$ cat config.mk
export PLATFORM = sky130hd
export DESIGN_NAME = axis_governor
export DESIGN_NICKNAME = d
export VERILOG_FILES = /design/src/rtl/axis_governor_pkg.sv /design/src/rtl/axis_governor.sv
export SDC_FILE = /design/constraint.sdc
export NUM_CORES = 1
export LEC_CHECK = 0
export ABC_CLOCK_PERIOD_IN_PS = 6000
export CAP_MARGIN = 40
export CORE_MARGIN = 5
export CORE_UTILIZATION = 40
export CTS_CLUSTER_DIAMETER = 60
export DETAILED_ROUTE_END_ITERATION = 8
export DONT_BUFFER_PORTS = 1
export PLACE_DENSITY = 0.61
export SYNTH_ARGS = -nofsm -noshare
export SYNTH_HDL_FRONTEND = slang
export SYNTH_SLANG_ARGS = --single-unit
$ cat constraint.sdc
create_clock -name clk -period 6 [get_ports clk]
set_input_delay 0.6 -clock clk [delete_from_list [all_inputs] [get_ports clk]]
set_output_delay 0.6 -clock clk [all_outputs]
set_load 0.05 [all_outputs]
$ cat src/rtl/axis_governor_pkg.sv
// -----------------------------------------------------------------------------
// axis_governor_pkg
//   Shared definitions for the axis_governor debug throttle: command opcodes
//   carried in cmd_TDATA[31:28], the governor state encoding and the command
//   field positions.
// -----------------------------------------------------------------------------
package axis_governor_pkg;

   // Command opcodes (cmd_TDATA[31:28]); any other value is ignored.
   localparam logic [3:0] GOV_OP_PAUSE   = 4'd0;
   localparam logic [3:0] GOV_OP_RUN     = 4'd1;
   localparam logic [3:0] GOV_OP_STEP    = 4'd2;
   localparam logic [3:0] GOV_OP_SET_BP  = 4'd3;
   localparam logic [3:0] GOV_OP_CLR_BP  = 4'd4;
   localparam logic [3:0] GOV_OP_CLR_CNT = 4'd5;

   // Command word field positions.
   localparam int unsigned GovOpMsb  = 31;
   localparam int unsigned GovOpLsb  = 28;
   localparam int unsigned GovArgMsb = 15;

   typedef enum logic [1:0] {
      StRun    = 2'd0,
      StStep   = 2'd1,
      StPaused = 2'd2
   } gov_state_e;

endpackage

$ cat src/rtl/axis_governor.sv
// -----------------------------------------------------------------------------
// axis_governor
//   Debug throttle on the fetch->decode valid/ready handshake. Passes the
//   handshake combinationally (zero latency) while allowed; can pause, single-
//   or N-step the pipeline and halt on a code-address breakpoint. Reports
//   pause/breakpoint status and counts retired handshakes.
//
//   Optional feature macro: GOVERNOR_BREAKPOINT_EN
//     defined   : breakpoint compare, SET_BP/CLR_BP and bp_hit are present
//     undefined : no breakpoint; opcodes 3/4 ignored, bp_hit tied 0,
//                 inst_addr unused
//
//   Ports
//     clk, rst          sole clock, synchronous active-high reset
//     in_TVALID/TREADY  fetch side of the handshake
//     out_TVALID/TREADY decode side of the handshake
//     inst_addr         PC of the instruction offered on in_*
//     cmd_TDATA/TVALID  command word ([31:28] opcode, [15:0] argument)
//     cmd_TREADY        1 out of reset, 0 while rst
//     paused            state is PAUSED
//     bp_hit            sticky: last pause caused by the breakpoint
//     instr_count       handshakes passed since reset / CLR_CNT
// -----------------------------------------------------------------------------
module axis_governor
   import axis_governor_pkg::*;
#(
   parameter int unsigned CODE_ADDR_WIDTH = 10,
   parameter int unsigned CNT_WIDTH       = 32,
   parameter bit          START_PAUSED    = 1'b0
) (
   input  logic                       clk,
   input  logic                       rst,
   input  logic                       in_TVALID,
   output logic                       in_TREADY,
   output logic                       out_TVALID,
   input  logic                       out_TREADY,
   input  logic [CODE_ADDR_WIDTH-1:0] inst_addr,
   input  logic [31:0]                cmd_TDATA,
   input  logic                       cmd_TVALID,
   output logic                       cmd_TREADY,
   output logic                       paused,
   output logic                       bp_hit,
   output logic [CNT_WIDTH-1:0]       instr_count
);

   gov_state_e           state_q, state_d;
   logic [15:0]          step_left_q, step_left_d;
   logic [CNT_WIDTH-1:0] instr_count_q, instr_count_d;

   logic        allow;
   logic        fire;
   logic        bp_match;
   logic [3:0]  cmd_op;
   logic [15:0] cmd_arg;

   assign cmd_op  = cmd_TDATA[GovOpMsb:GovOpLsb];
   assign cmd_arg = cmd_TDATA[GovArgMsb:0];

   // Bits 27:16 of the command word carry nothing.
   logic unused_cmd_bits;
   assign unused_cmd_bits = ^cmd_TDATA[GovOpLsb-1:GovArgMsb+1];

`ifdef GOVERNOR_BREAKPOINT_EN
   logic [CODE_ADDR_WIDTH-1:0] bp_addr_q, bp_addr_d;
   logic                       bp_vld_q, bp_vld_d;
   logic                       bp_skip_q, bp_skip_d;
   logic                       bp_hit_q, bp_hit_d;

   // bp_skip lets the instruction that tripped the breakpoint pass once on resume.
   assign bp_match = bp_vld_q & in_TVALID & (inst_addr == bp_addr_q) & ~bp_skip_q;
   assign bp_hit   = bp_hit_q;
`else
   assign bp_match = 1'b0;
   assign bp_hit   = 1'b0;

   logic unused_inst_addr;
   assign unused_inst_addr = ^inst_addr;
`endif

   always_comb begin
      allow = 1'b0;
      unique case (state_q)
         StRun:    allow = ~bp_match;
         StStep:   allow = (step_left_q != 16'd0) & ~bp_match;
         StPaused: allow = 1'b0;
         default:  allow = 1'b0;
      endcase
   end

   // Combinational pass-through; with allow low both sides see a stall.
   assign out_TVALID = in_TVALID & allow;
   assign in_TREADY  = out_TREADY & allow;
   assign fire       = in_TVALID & out_TREADY & allow;

   assign cmd_TREADY  = ~rst;
   assign paused      = (state_q == StPaused);
   assign instr_count = instr_count_q;

   // Fire/breakpoint updates first, then command updates override them.
   always_comb begin
      state_d       = state_q;
      step_left_d   = step_left_q;
      instr_count_d = instr_count_q;
`ifdef GOVERNOR_BREAKPOINT_EN
      bp_addr_d     = bp_addr_q;
      bp_vld_d      = bp_vld_q;
      bp_skip_d     = bp_skip_q;
      bp_hit_d      = bp_hit_q;
`endif

      if (fire) begin
         instr_count_d = instr_count_q + CNT_WIDTH'(1);
`ifdef GOVERNOR_BREAKPOINT_EN
         bp_skip_d     = 1'b0;
`endif
         if (state_q == StStep) begin
            step_left_d = step_left_q - 16'd1;
            if (step_left_q == 16'd1) begin
               state_d = StPaused;
            end
         end
      end

`ifdef GOVERNOR_BREAKPOINT_EN
      if (bp_match && (state_q != StPaused) && !cmd_TVALID) begin
         state_d   = StPaused;
         bp_hit_d  = 1'b1;
         bp_skip_d = 1'b1;
      end
`endif

      if (cmd_TVALID) begin
         case (cmd_op)
            GOV_OP_PAUSE: state_d = StPaused;
            GOV_OP_RUN: begin
               state_d = StRun;
`ifdef GOVERNOR_BREAKPOINT_EN
               bp_hit_d = 1'b0;
`endif
            end
            GOV_OP_STEP: begin
               if (cmd_arg != 16'd0) begin
                  state_d     = StStep;
                  step_left_d = cmd_arg;
`ifdef GOVERNOR_BREAKPOINT_EN
                  bp_hit_d    = 1'b0;
`endif
               end else begin
                  state_d = StPaused;
               end
            end
`ifdef GOVERNOR_BREAKPOINT_EN
            GOV_OP_SET_BP: begin
               bp_addr_d = cmd_arg[CODE_ADDR_WIDTH-1:0];
               bp_vld_d  = 1'b1;
               bp_skip_d = 1'b0;
            end
            GOV_OP_CLR_BP: bp_vld_d = 1'b0;
`endif
            GOV_OP_CLR_CNT: instr_count_d = '0;
            default: ;
         endcase
      end
   end

   always_ff @(posedge clk) begin
      if (rst) begin
         state_q       <= START_PAUSED ? StPaused : StRun;
         step_left_q   <= 16'd0;
         instr_count_q <= '0;
`ifdef GOVERNOR_BREAKPOINT_EN
         bp_addr_q     <= '0;
         bp_vld_q      <= 1'b0;
         bp_skip_q     <= 1'b0;
         bp_hit_q      <= 1'b0;
`endif
      end else begin
         state_q       <= state_d;
         step_left_q   <= step_left_d;
         instr_count_q <= instr_count_d;
`ifdef GOVERNOR_BREAKPOINT_EN
         bp_addr_q     <= bp_addr_d;
         bp_vld_q      <= bp_vld_d;
         bp_skip_q     <= bp_skip_d;
         bp_hit_q      <= bp_hit_d;
`endif
      end
   end

endmodule

==> impl_metrics.env, run 1 <==
export IMPL_status="finished, final reports clean"
export IMPL_fin_crit_sh=0.461
export IMPL_cp_cell_sequence="nor4_2, and4_1, nor3b_2, buf_4"
export IMPL_num_antenna_cells=0
export IMPL_finalHoldViolations=0
export IMPL_syn_nets=389
export IMPL_vias_per_cell=5.76
export IMPL_routedWlPerCell_microns=15.7
export IMPL_cap_violations=0
export IMPL_cts_sinks=50
export IMPL_postCtsResizedCells=0
export IMPL_rows=30
export IMPL_clk_pin_slew_worst_paths_ns=0.09
export IMPL_cts_tree="done"
export IMPL_endpoint_kind="output port"
export IMPL_yosysTopAreaCell="dfxtp_1"
export IMPL_worstHoldPathType="in2reg"
export IMPL_dp_hpwl_microns=4970
export IMPL_grt_pass1_vias=2256
export IMPL_syn_instance_count=339
export IMPL_synth_edf_count=0
export IMPL_netlist_top_cells_area="dfxtp_1 (36%), nor2_1 (6.3%), xor2_1 (6.0%), nand3_1 (4.3%), nand4_1 (3.6%)"
export IMPL_synthToLayoutAreaGrowth_pct=7.68
export IMPL_crit_fanout=14
export IMPL_coreArea_sq_um=6790
export IMPL_grt_pass1_wl_microns=10800
export IMPL_wirelength_microns=6800
export IMPL_vias=2495
export IMPL_fin_skew_ns=0.00936
export IMPL_grt_max_degree=35
export IMPL_p_leak_nw=0.940
export IMPL_pre_cts_ws_ns=3.29
export IMPL_gr_usage_all_layers=0.152
export IMPL_fin_crit_ns=2.77
export IMPL_drtPass1Iterations=4
export IMPL_fin_ws_ns=3.23
export IMPL_cts_root_buffer="clkbuf_8"
export IMPL_slowest_delay_ns=0.67
export IMPL_finalNetCount=386
export IMPL_overflow=0
export IMPL_antenna_found_initial=0
export IMPL_start_util=0.410
export IMPL_place_gp_congestion=0.780
export IMPL_slowest_stage="and4_1"
export IMPL_die_h_microns=93.5
export IMPL_port_buffer_count=0
export IMPL_ir_worst_vdd_mv=0.104
export IMPL_p_per_area_nw_per_um2=215
export IMPL_ys_seq_area_frac=0.359
export IMPL_ys_types=50
export IMPL_remaining_drc_errors=0
export IMPL_ys_ff_latch=50
export IMPL_insertion_delay_ns=0.30
export IMPL_setup_tns_final_ns=0
export IMPL_rsz0062_at_grt="false"
export IMPL_tightest_slew_ns=0.674
export IMPL_arrival_ns=2.17
export IMPL_crit_type="reg2out"
export IMPL_antenna_left=0
export IMPL_start_kind="flop"
export IMPL_syn_area_sq_um=2790
export IMPL_die_area_sq_um=8730
export IMPL_first_iter_violations=70
export IMPL_synth_top_cell_area_share=0.359
export IMPL_drive_gt1_frac=0.0801
export IMPL_holdBufCountCts=0
export IMPL_boundaryPins=84
export IMPL_yosysWarnings=0
export IMPL_htree_num_levels=2
export IMPL_synth_main_ff_cell="dfxtp_1"
export IMPL_die_w_microns=93.5
export IMPL_cp_data_required_time_ns=5.40
export IMPL_cts_buffers=5
export IMPL_cts_setup_buffers=0
export IMPL_cts_buffer_depth=2
export IMPL_synthArstFlopShare=0
export IMPL_drv_slew=0
export IMPL_slew_headroom=0.550
export IMPL_syn_area_per_cell_sq_um=8.22
export IMPL_setup_viol=0
export IMPL_max_freq_mhz=362
## power breakdown
group / total, mW / switching [mW] / internal [mW]
Clock: 0.244 / 0.119 / 0.125
Combinational: 0.0566 / 0.0390 / 0.0176
Sequential: 0.344 / 0.00892 / 0.336
## critical path: cells and delay by family, from the launching register on
family	cells	cell delay (ns)
buffers and inverters	1	0.21
flip-flops	1	0.35
AND/OR/NAND/NOR	3	1.29
## placed cells by master, fill, tap and decap left out, types with 2 or more instances in the layout
master    synthesis  routed
inv_1             9       9
a211oi_1         13      13
clkbuf_8          1       5
o21ai_0           7       7
o22ai_1           2       2
buf_4             1       5
a311oi_1          2       2
nand4b_1          4       4
or3_1             6       6
nor2_1           47      47
ha_1              3       3
nor4_2            3       3
and4_1            5       5
o31ai_1           9       8
nand4_1          16      16
nand3_1          24      24
a21oi_1          14      14
nor3_1            8       8
nor3b_2           0       2
xnor2_1          11      11
xor2_1           19      19
dfxtp_1          50      50
and3_1            3       3
nor2b_1           2       2
or4_1            10      10
nor4_1           11      11
nand2_1          21      21
or2_2             2       2
and3b_1           2       2
## flip-flops by register name (all words and copies together), names as in the netlist
name         cells
state_q          2
step_left_q     16
instr_count     32
## area by class of cell
type	instances	area, sq um
clock inverters	3	43.8
inverters	9	33.8
multi-input cells	265	1700
flip-flops and latches	50	1000
repair buffers	5	37.5
clock buffers	5	68.8
fillers	677	3790
well taps	96	120
## Yosys cell counts (4+ instances only)
cell type / number
nand4b_1: 4
a21oi_1: 14
or4_1: 10
nand4_1: 16
nor2_1: 47
a211oi_1: 13
xnor2_1: 11
xor2_1: 19
clkbuf_1: 10
o21ai_0: 7
dfxtp_1: 50
and4_1: 5
nor4_1: 11
or3_1: 6
inv_1: 9
nor3_1: 8
nand2_1: 21
o31ai_1: 9
nand3_1: 24
## kinds of logic after synthesis
kind of cell,count (synthesis),share of synthesized area
AOI/OAI and AO/OA,54,0.129
xor gates and xnor gates,30,0.0943
adders and majority gates,3,0.0135
buffers and inverters,24,0.0409
DFF,50,0.359
other,1,0.00135
and+or+nand+nor,177,0.361
## stage by stage
stage	instance area (sq um)	utilization	total power, mW	cells	hold WS [ns]
2_1_floorplan	2790	-	0.398	339	0.491
3_3_place_gp	2860	0.421	0.407	421	0.525
3_5_place_dp	2890	0.425	0.409	425	0.541
4_1_cts	3000	0.442	0.652	433	0.343
5_1_grt	3000	0.442	0.668	433	0.339
6_report	3000	0.442	0.645	433	0.357
## per-layer routing
| metal | part of all wire | GRT usage | vias up |
|---|---|---|---|
| met3 | 0.060 | 0.0451 | 6 |
| met2 | 0.47 | 0.257 | 59 |
| li1 | - | - | 1259 |
| met4 | 0.0090 | 0.0366 | 0 |
| met5 | 0 | 0 | - |
| met1 | 0.46 | 0.188 | 1171 |
## path summary, 6_finish.rpt
kind	end	slack (ns)	cells after the start	start
max reg2reg	instr_count[29]$_SDFF_PP0_	3.26	6	instr_count[8]$_SDFF_PP0_
min	step_left_q[5]$_SDFF_PP0_	0.36	1	rst
min reg2reg	step_left_q[15]$_SDFF_PP0_	0.56	2	step_left_q[15]$_SDFF_PP0_
max	out_TVALID	3.23	4	step_left_q[5]$_SDFF_PP0_
Note: power is estimated with default switching activity, not from simulation.
==> inputs of run 2 (changes only) <==
- ABC_AREA: unset -> 1
- ABC_CLOCK_PERIOD_IN_PS: 6000 -> 2800
- clock period: 6 -> 2.8 ns (I/O delays scaled with it)
==> run 2 against run 1 <==
- register-to-register slack got worse by 2.5 ns
- sequential share of layout area fell by 7.9 points
- flip-flop and latch count did not move
- highest routed layer unchanged
- clock-buffer cell count rose by 1
- routed wire length rose by 35%
- final cell count rose by 71%
- critical path depth rose by 7
- synthesized cell count rose by 79%
- die area rose by 24%
- first-iteration DRC count rose by 59%
- combinational power rose to 3.8 times the previous value
==> impl_metrics.env, run 2 <==
export IMPL_endpoint_kind="flop"
export IMPL_syn_area_sq_um=3550
export IMPL_ir_worst_vdd_mv=0.256
export IMPL_holdBufCountCts=0
export IMPL_hold_ws_ns=0.0369
export IMPL_postCtsResizedCells=0
export IMPL_first_iter_violations=111
export IMPL_status="finished, final reports clean"
export IMPL_die_area_sq_um=10900
export IMPL_p_leak_nw=1.84
export IMPL_antenna_found_initial=0
export IMPL_start_util=0.409
export IMPL_netlist_top_cells_area="dfxtp_1 (28%), nand2_1 (19%), nor2_1 (12%), inv_1 (8.8%), nand3_1 (6.2%)"
export IMPL_fin_crit_ns=2.01
export IMPL_setup_tns_final_ns=0
export IMPL_synth_top_cell_area_share=0.282
export IMPL_p_per_area_nw_per_um2=375
export IMPL_fin_crit_sh=0.719
export IMPL_coreArea_sq_um=8680
export IMPL_ys_types=37
export IMPL_slew_headroom=0.502
export IMPL_stdcell_count=739
export IMPL_dp_cells=732
export IMPL_cts_root_buffer="clkbuf_8"
export IMPL_syn_nets=658
export IMPL_synthArstFlopShare=0
export IMPL_worstHoldPathType="in2reg"
export IMPL_yosysTopAreaCell="dfxtp_1"
export IMPL_cts_buffers=5
export IMPL_most_common_layout_cells="nand2_1 (179), nor2_1 (111), inv_1 (83), dfxtp_1 (50), nand3_1 (44)"
export IMPL_cp_data_required_time_ns=3.01
export IMPL_crit_type="reg2reg"
export IMPL_overflow=0
export IMPL_antenna_left=0
export IMPL_die_w_microns=104
export IMPL_dp_hpwl_microns=7360
export IMPL_finalNetCount=681
export IMPL_routedWlPerCell_microns=12.4
export IMPL_drtPass1Iterations=4
export IMPL_wirelength_microns=9160
export IMPL_max_freq_mhz=497
export IMPL_synth_common_cells="nand2_1 (179), nor2_1 (111), inv_1 (83)"
export IMPL_clk_pin_slew_worst_paths_ns=0.09
export IMPL_syn_area_per_cell_sq_um=5.84
export IMPL_cts_setup_buffers=0
export IMPL_cts_tree="done"
export IMPL_grt_pass1_vias=3532
export IMPL_cap_violations=0
export IMPL_tightest_slew_ns=0.747
export IMPL_place_gp_congestion=0.888
export IMPL_rsz0062_at_grt="false"
export IMPL_synth_main_ff_cell="dfxtp_1"
export IMPL_arrival_ns=2.22
export IMPL_yosysWarnings=0
export IMPL_cts_sinks=50
export IMPL_num_antenna_cells=0
export IMPL_grt_max_degree=35
export IMPL_ys_ff_latch=50
export IMPL_synth_edf_count=0
export IMPL_crit_fanout=4
export IMPL_fin_util=0.453
export IMPL_htree_num_levels=2
export IMPL_port_buffer_count=0
export IMPL_remaining_drc_errors=0
export IMPL_synthToLayoutAreaGrowth_pct=10.7
export IMPL_drv_slew=0
export IMPL_grt_pass1_wl_microns=15700
export IMPL_vias=3616
export IMPL_yosysMostFrequentCell="nand2_1"
export IMPL_syn_instance_count=608
export IMPL_rows=34
export IMPL_gr_usage_all_layers=0.171
export IMPL_final_common_cell="nand2_1"
export IMPL_totalPowerFinal_mw=1.47
export IMPL_drive_gt1_frac=0.113
export IMPL_setup_viol=0
export IMPL_start_kind="flop"
export IMPL_cts_buffer_depth=2
export IMPL_fin_skew_ns=0.00545
export IMPL_vias_per_cell=4.89
export IMPL_die_h_microns=104
export IMPL_boundaryPins=84
export IMPL_largest_reg_flops=32
export IMPL_finalHoldViolations=0
export IMPL_ys_seq_area_frac=0.282
export IMPL_insertion_delay_ns=0.30
## run 2: cell count changes after synthesis, sizes merged, moves of 8 or more
cell	before	now
nand2	21	189
inv	9	85
nor2	47	122
o21ai	7	38
nand3	25	46
nor4	15	1
a211oi	13	0
or4	11	0
xor2	19	8
nand4	17	7
o31ai	9	0
xnor2	11	3
## run 2: logic make-up (layout without fill, tap and decap cells)
group                      count (synthesis)  in the layout  synth area share
AOI/OAI and AO/OA                         57             57            0.0867
buffers and inverters                    100            123             0.118
adders and majority gates                  3              3            0.0106
xor gates and xnor gates                  11             11            0.0271
and+or+nand+nor                          386            386             0.475
other                                      1              1           0.00106
DFF                                       50             50             0.282
## run 2: area by class of cell
type,count,area (sq um)
clock inverters,1,30.0
well taps,108,135
inverters,85,319
clock buffers,6,82.6
repair buffers,31,233
multi-input cells,458,2130
flip-flops and latches,50,1000
fillers,954,4750
## run 2: worst max-delay path: stages, from the launching register on
cell and delay [ns]:
dfxtp_1 0.68, nand3_1 0.20, inv_1 0.16, nand2_1 0.10, inv_2 0.09, nand2_1 0.09
nor2_2 0.14, inv_1 0.07, nor2_2 0.13, nand2_1 0.09, nor2_1 0.11, nor2_1 0.05
## run 2: final timing paths
kind                                            startpoint                          to  slack (ns)  cells past startpoint
worst max-delay path             instr_count[3]$_SDFF_PP0_  instr_count[22]$_SDFF_PP0_        0.79                     11
worst min-delay path                                   rst  instr_count[28]$_SDFF_PP0_        0.04                      1
worst max register to register   instr_count[3]$_SDFF_PP0_  instr_count[22]$_SDFF_PP0_        0.79                     11
worst min register to register  step_left_q[13]$_SDFF_PP0_  step_left_q[13]$_SDFF_PP0_        0.49                      2
## run 2: per-layer routing
metal  GRT usage  vias to the layer above  part of all wire
met5           0                        -                 0
met4      0.0574                        0             0.020
met3      0.0459                       11             0.072
met2       0.308                      100              0.49
met1       0.194                     1572              0.41
li1            -                     1933                 -
## run 2: power by group
| part | internal [mW] | switching, mW |
|---|---|---|
| sequential | 0.720 | 0.0113 |
| clock | 0.286 | 0.241 |
| combinational | 0.0680 | 0.147 |
| total | 1.07 | 0.399 |
## run 2: stage by stage
step | worst slack (ns) | cell area (sq um)
final | 0.788 | 3930
after global routing | 0.517 | 3930
after global placement | 0.840 | 3810
after CTS | 0.770 | 3930
after floorplan | 0.847 | 3550
after detailed placement | 0.792 | 3820
==> inputs of run 3 (changes only) <==
- ABC_CLOCK_PERIOD_IN_PS: 2800 -> 2000
- clock period: 2.8 -> 2 ns (I/O delays scaled with it)
==> run 3 against run 2 <==
- first-iteration DRC count grew 6.3%
- via count grew 1.4%
- hold slack gained 0.058 ns
- setup slack lost 0.67 ns
- sequential share of layout area shrank 0.72 points
- combinational power grew 46%
- sequential power grew 39%
- clock power grew 17%
- register-to-register slack lost 0.60 ns
- total power grew 33%
- non-clock buffer count grew 16
- clock-buffer cell count grew 1
- critical path type is now reg2out
- critical endpoint is now out_TVALID
- largest power group unchanged
==> impl_metrics.env, run 3 (same netlist as run 2, synthesis figures left out) <==
export IMPL_rsz0062_at_grt="true"
export IMPL_holdCritStartpoint="cmd_TDATA[5]"
export IMPL_cts_tree="done"
export IMPL_synthToLayoutAreaGrowth_pct=13.9
export IMPL_insertion_delay_ns=0.30
export IMPL_postCtsResizedCells=0
export IMPL_status="finished, final reports clean"
export IMPL_grt_pass1_vias=3502
export IMPL_fin_crit_sh=0.942
export IMPL_grt_pass1_wl_microns=15800
export IMPL_antenna_found_initial=0
export IMPL_drtPass1Iterations=4
export IMPL_setup_viol=0
export IMPL_cts_sinks=50
export IMPL_r2r_cells=10
export IMPL_ir_worst_vdd_mv=0.290
export IMPL_finalHoldViolations=0
export IMPL_r2r_start="step_left_q[0]$_SDFF_PP0_"
export IMPL_vias_per_cell=4.85
export IMPL_wirelength_microns=9120
export IMPL_finalNetCount=697
export IMPL_coreArea_sq_um=8680
export IMPL_totalPowerFinal_mw=1.95
export IMPL_remaining_drc_errors=0
export IMPL_first_iter_violations=118
export IMPL_max_freq_mhz=531
export IMPL_boundaryPins=84
export IMPL_start_kind="flop"
export IMPL_cap_violations=0
export IMPL_final_common_cell="nand2_1"
export IMPL_dp_hpwl_microns=7280
export IMPL_worstHoldPathType="in2reg"
export IMPL_cp_data_required_time_ns=1.80
export IMPL_crit_fanout=4
export IMPL_vias=3667
export IMPL_p_leak_nw=1.92
export IMPL_die_w_microns=104
export IMPL_antenna_left=0
export IMPL_clk_pin_slew_worst_paths_ns=0.09
export IMPL_cts_root_buffer="clkbuf_8"
export IMPL_rows=34
export IMPL_place_gp_congestion=0.832
export IMPL_die_area_sq_um=10900
export IMPL_drive_gt1_frac=0.133
export IMPL_fin_skew_ns=0.0125
export IMPL_htree_num_levels=2
export IMPL_largest_reg_flops=32
export IMPL_gr_usage_all_layers=0.170
export IMPL_cts_buffers=5
export IMPL_fillers=964
export IMPL_fin_util=0.466
export IMPL_num_antenna_cells=0
export IMPL_cts_buffer_depth=2
export IMPL_fin_crit_ns=1.88
export IMPL_min_to="step_left_q[5]$_SDFF_PP0_"
export IMPL_port_buffer_count=0
export IMPL_die_h_microns=104
export IMPL_routedWlPerCell_microns=12.1
export IMPL_worstReg2RegEnd="step_left_q[5]$_SDFF_PP0_"
export IMPL_p_per_area_nw_per_um2=483
export IMPL_endpoint_kind="output port"
export IMPL_critPathLaunch="step_left_q[0]$_SDFF_PP0_"
export IMPL_crit_type="reg2out"
export IMPL_reg2reg_slack_ns=0.19
export IMPL_most_common_layout_cells="nand2_1 (179), nor2_1 (111), inv_1 (83), dfxtp_1 (50), buf_4 (45)"
export IMPL_start_util=0.409
export IMPL_holdPathStages=2
export IMPL_arrival_ns=1.68
export IMPL_grt_max_degree=34
export IMPL_overflow=0
export IMPL_drv_slew=0
[run 3: cell types whose count changed in the layout (fill, tap and decap cells not counted), sizes merged]
cell,delta
buf,+15
bufinv,-1
clkbuf,+1
clkinv,+1
dlygate4sd3,+1
[run 3: how the worst max path moves through the flow]
stage | to | slack, ns | depth (start not counted)
2_1_floorplan | instr_count[26]$_SDFF_PP0_ | 0.05 | 10
3_3_place_gp | step_left_q[5]$_SDFF_PP0_ | 0.22 | 10
3_5_place_dp | step_left_q[5]$_SDFF_PP0_ | 0.20 | 10
4_1_cts | in_TREADY | 0.10 | 8
5_1_grt | out_TVALID | -0.006 | 8
6_report | out_TVALID | 0.12 | 8
[run 3: critical path: stages, from the launching register on]
cell,delay [ns]
dfxtp_1,0.34
inv_1,0.08
ha_1,0.19
nand2_2,0.09
nor2_4,0.17
nand3_2,0.14
nand2_2,0.14
nor2_1,0.05
buf_4,0.18
[run 3: power by group]
part	internal (mW)	total (mW)	leakage, nW	switching (mW)
clock network	0.280	0.618	0.0482	0.338
registers	1.01	1.02	0.404	0.0138
logic	0.104	0.314	1.47	0.210
total	1.39	1.95	1.92	0.561
[run 3: metrics by stage]
| step | TNS [ns] | instances | instance area (sq um) | setup slack (ns) | hold slack (ns) |
|---|---|---|---|---|---|
| 5_1_grt | -0.00782 | 756 | 4050 | -0.00636 | 0.0856 |
| 4_1_cts | 0 | 756 | 4050 | 0.101 | 0.0862 |
| 2_1_floorplan | 0 | 608 | 3550 | 0.0471 | 0.383 |
| 6_report | 0 | 756 | 4050 | 0.116 | 0.0949 |
| 3_3_place_gp | 0 | 747 | 3950 | 0.216 | 0.272 |
| 3_5_place_dp | 0 | 747 | 3950 | 0.198 | 0.273 |
[run 3: routing by layer]
metal  up-vias  part of all wire  GRT usage
li1       1960                 -          -
met1      1623              0.44      0.207
met2        71              0.49      0.301
met3        13             0.055     0.0335
met4         0             0.021     0.0527
met5         -                 0          0
[run 3: cell type report]
cell class                      instances  area [sq um]  share of cell area
Sequential cell                        50          1000               0.247
Clock buffer                            7          86.3              0.0213
Multi-Input combinational cell        458          2130               0.527
Timing Repair Buffer                   47           368              0.0909
Tap cell                              108           135              0.0334
Clock inverter                          1          5.00             0.00124
Inverter                               85           319              0.0788
[run 3: repair_timing]
| item | CTS | global route |
|---|---|---|
| setup buffers | 0 | 0 |
| endpoints found under the setup margin | 0 | 2 |
| hold endpoints to repair | 6 | 0 |
| hold buffers | 1 | 0 |
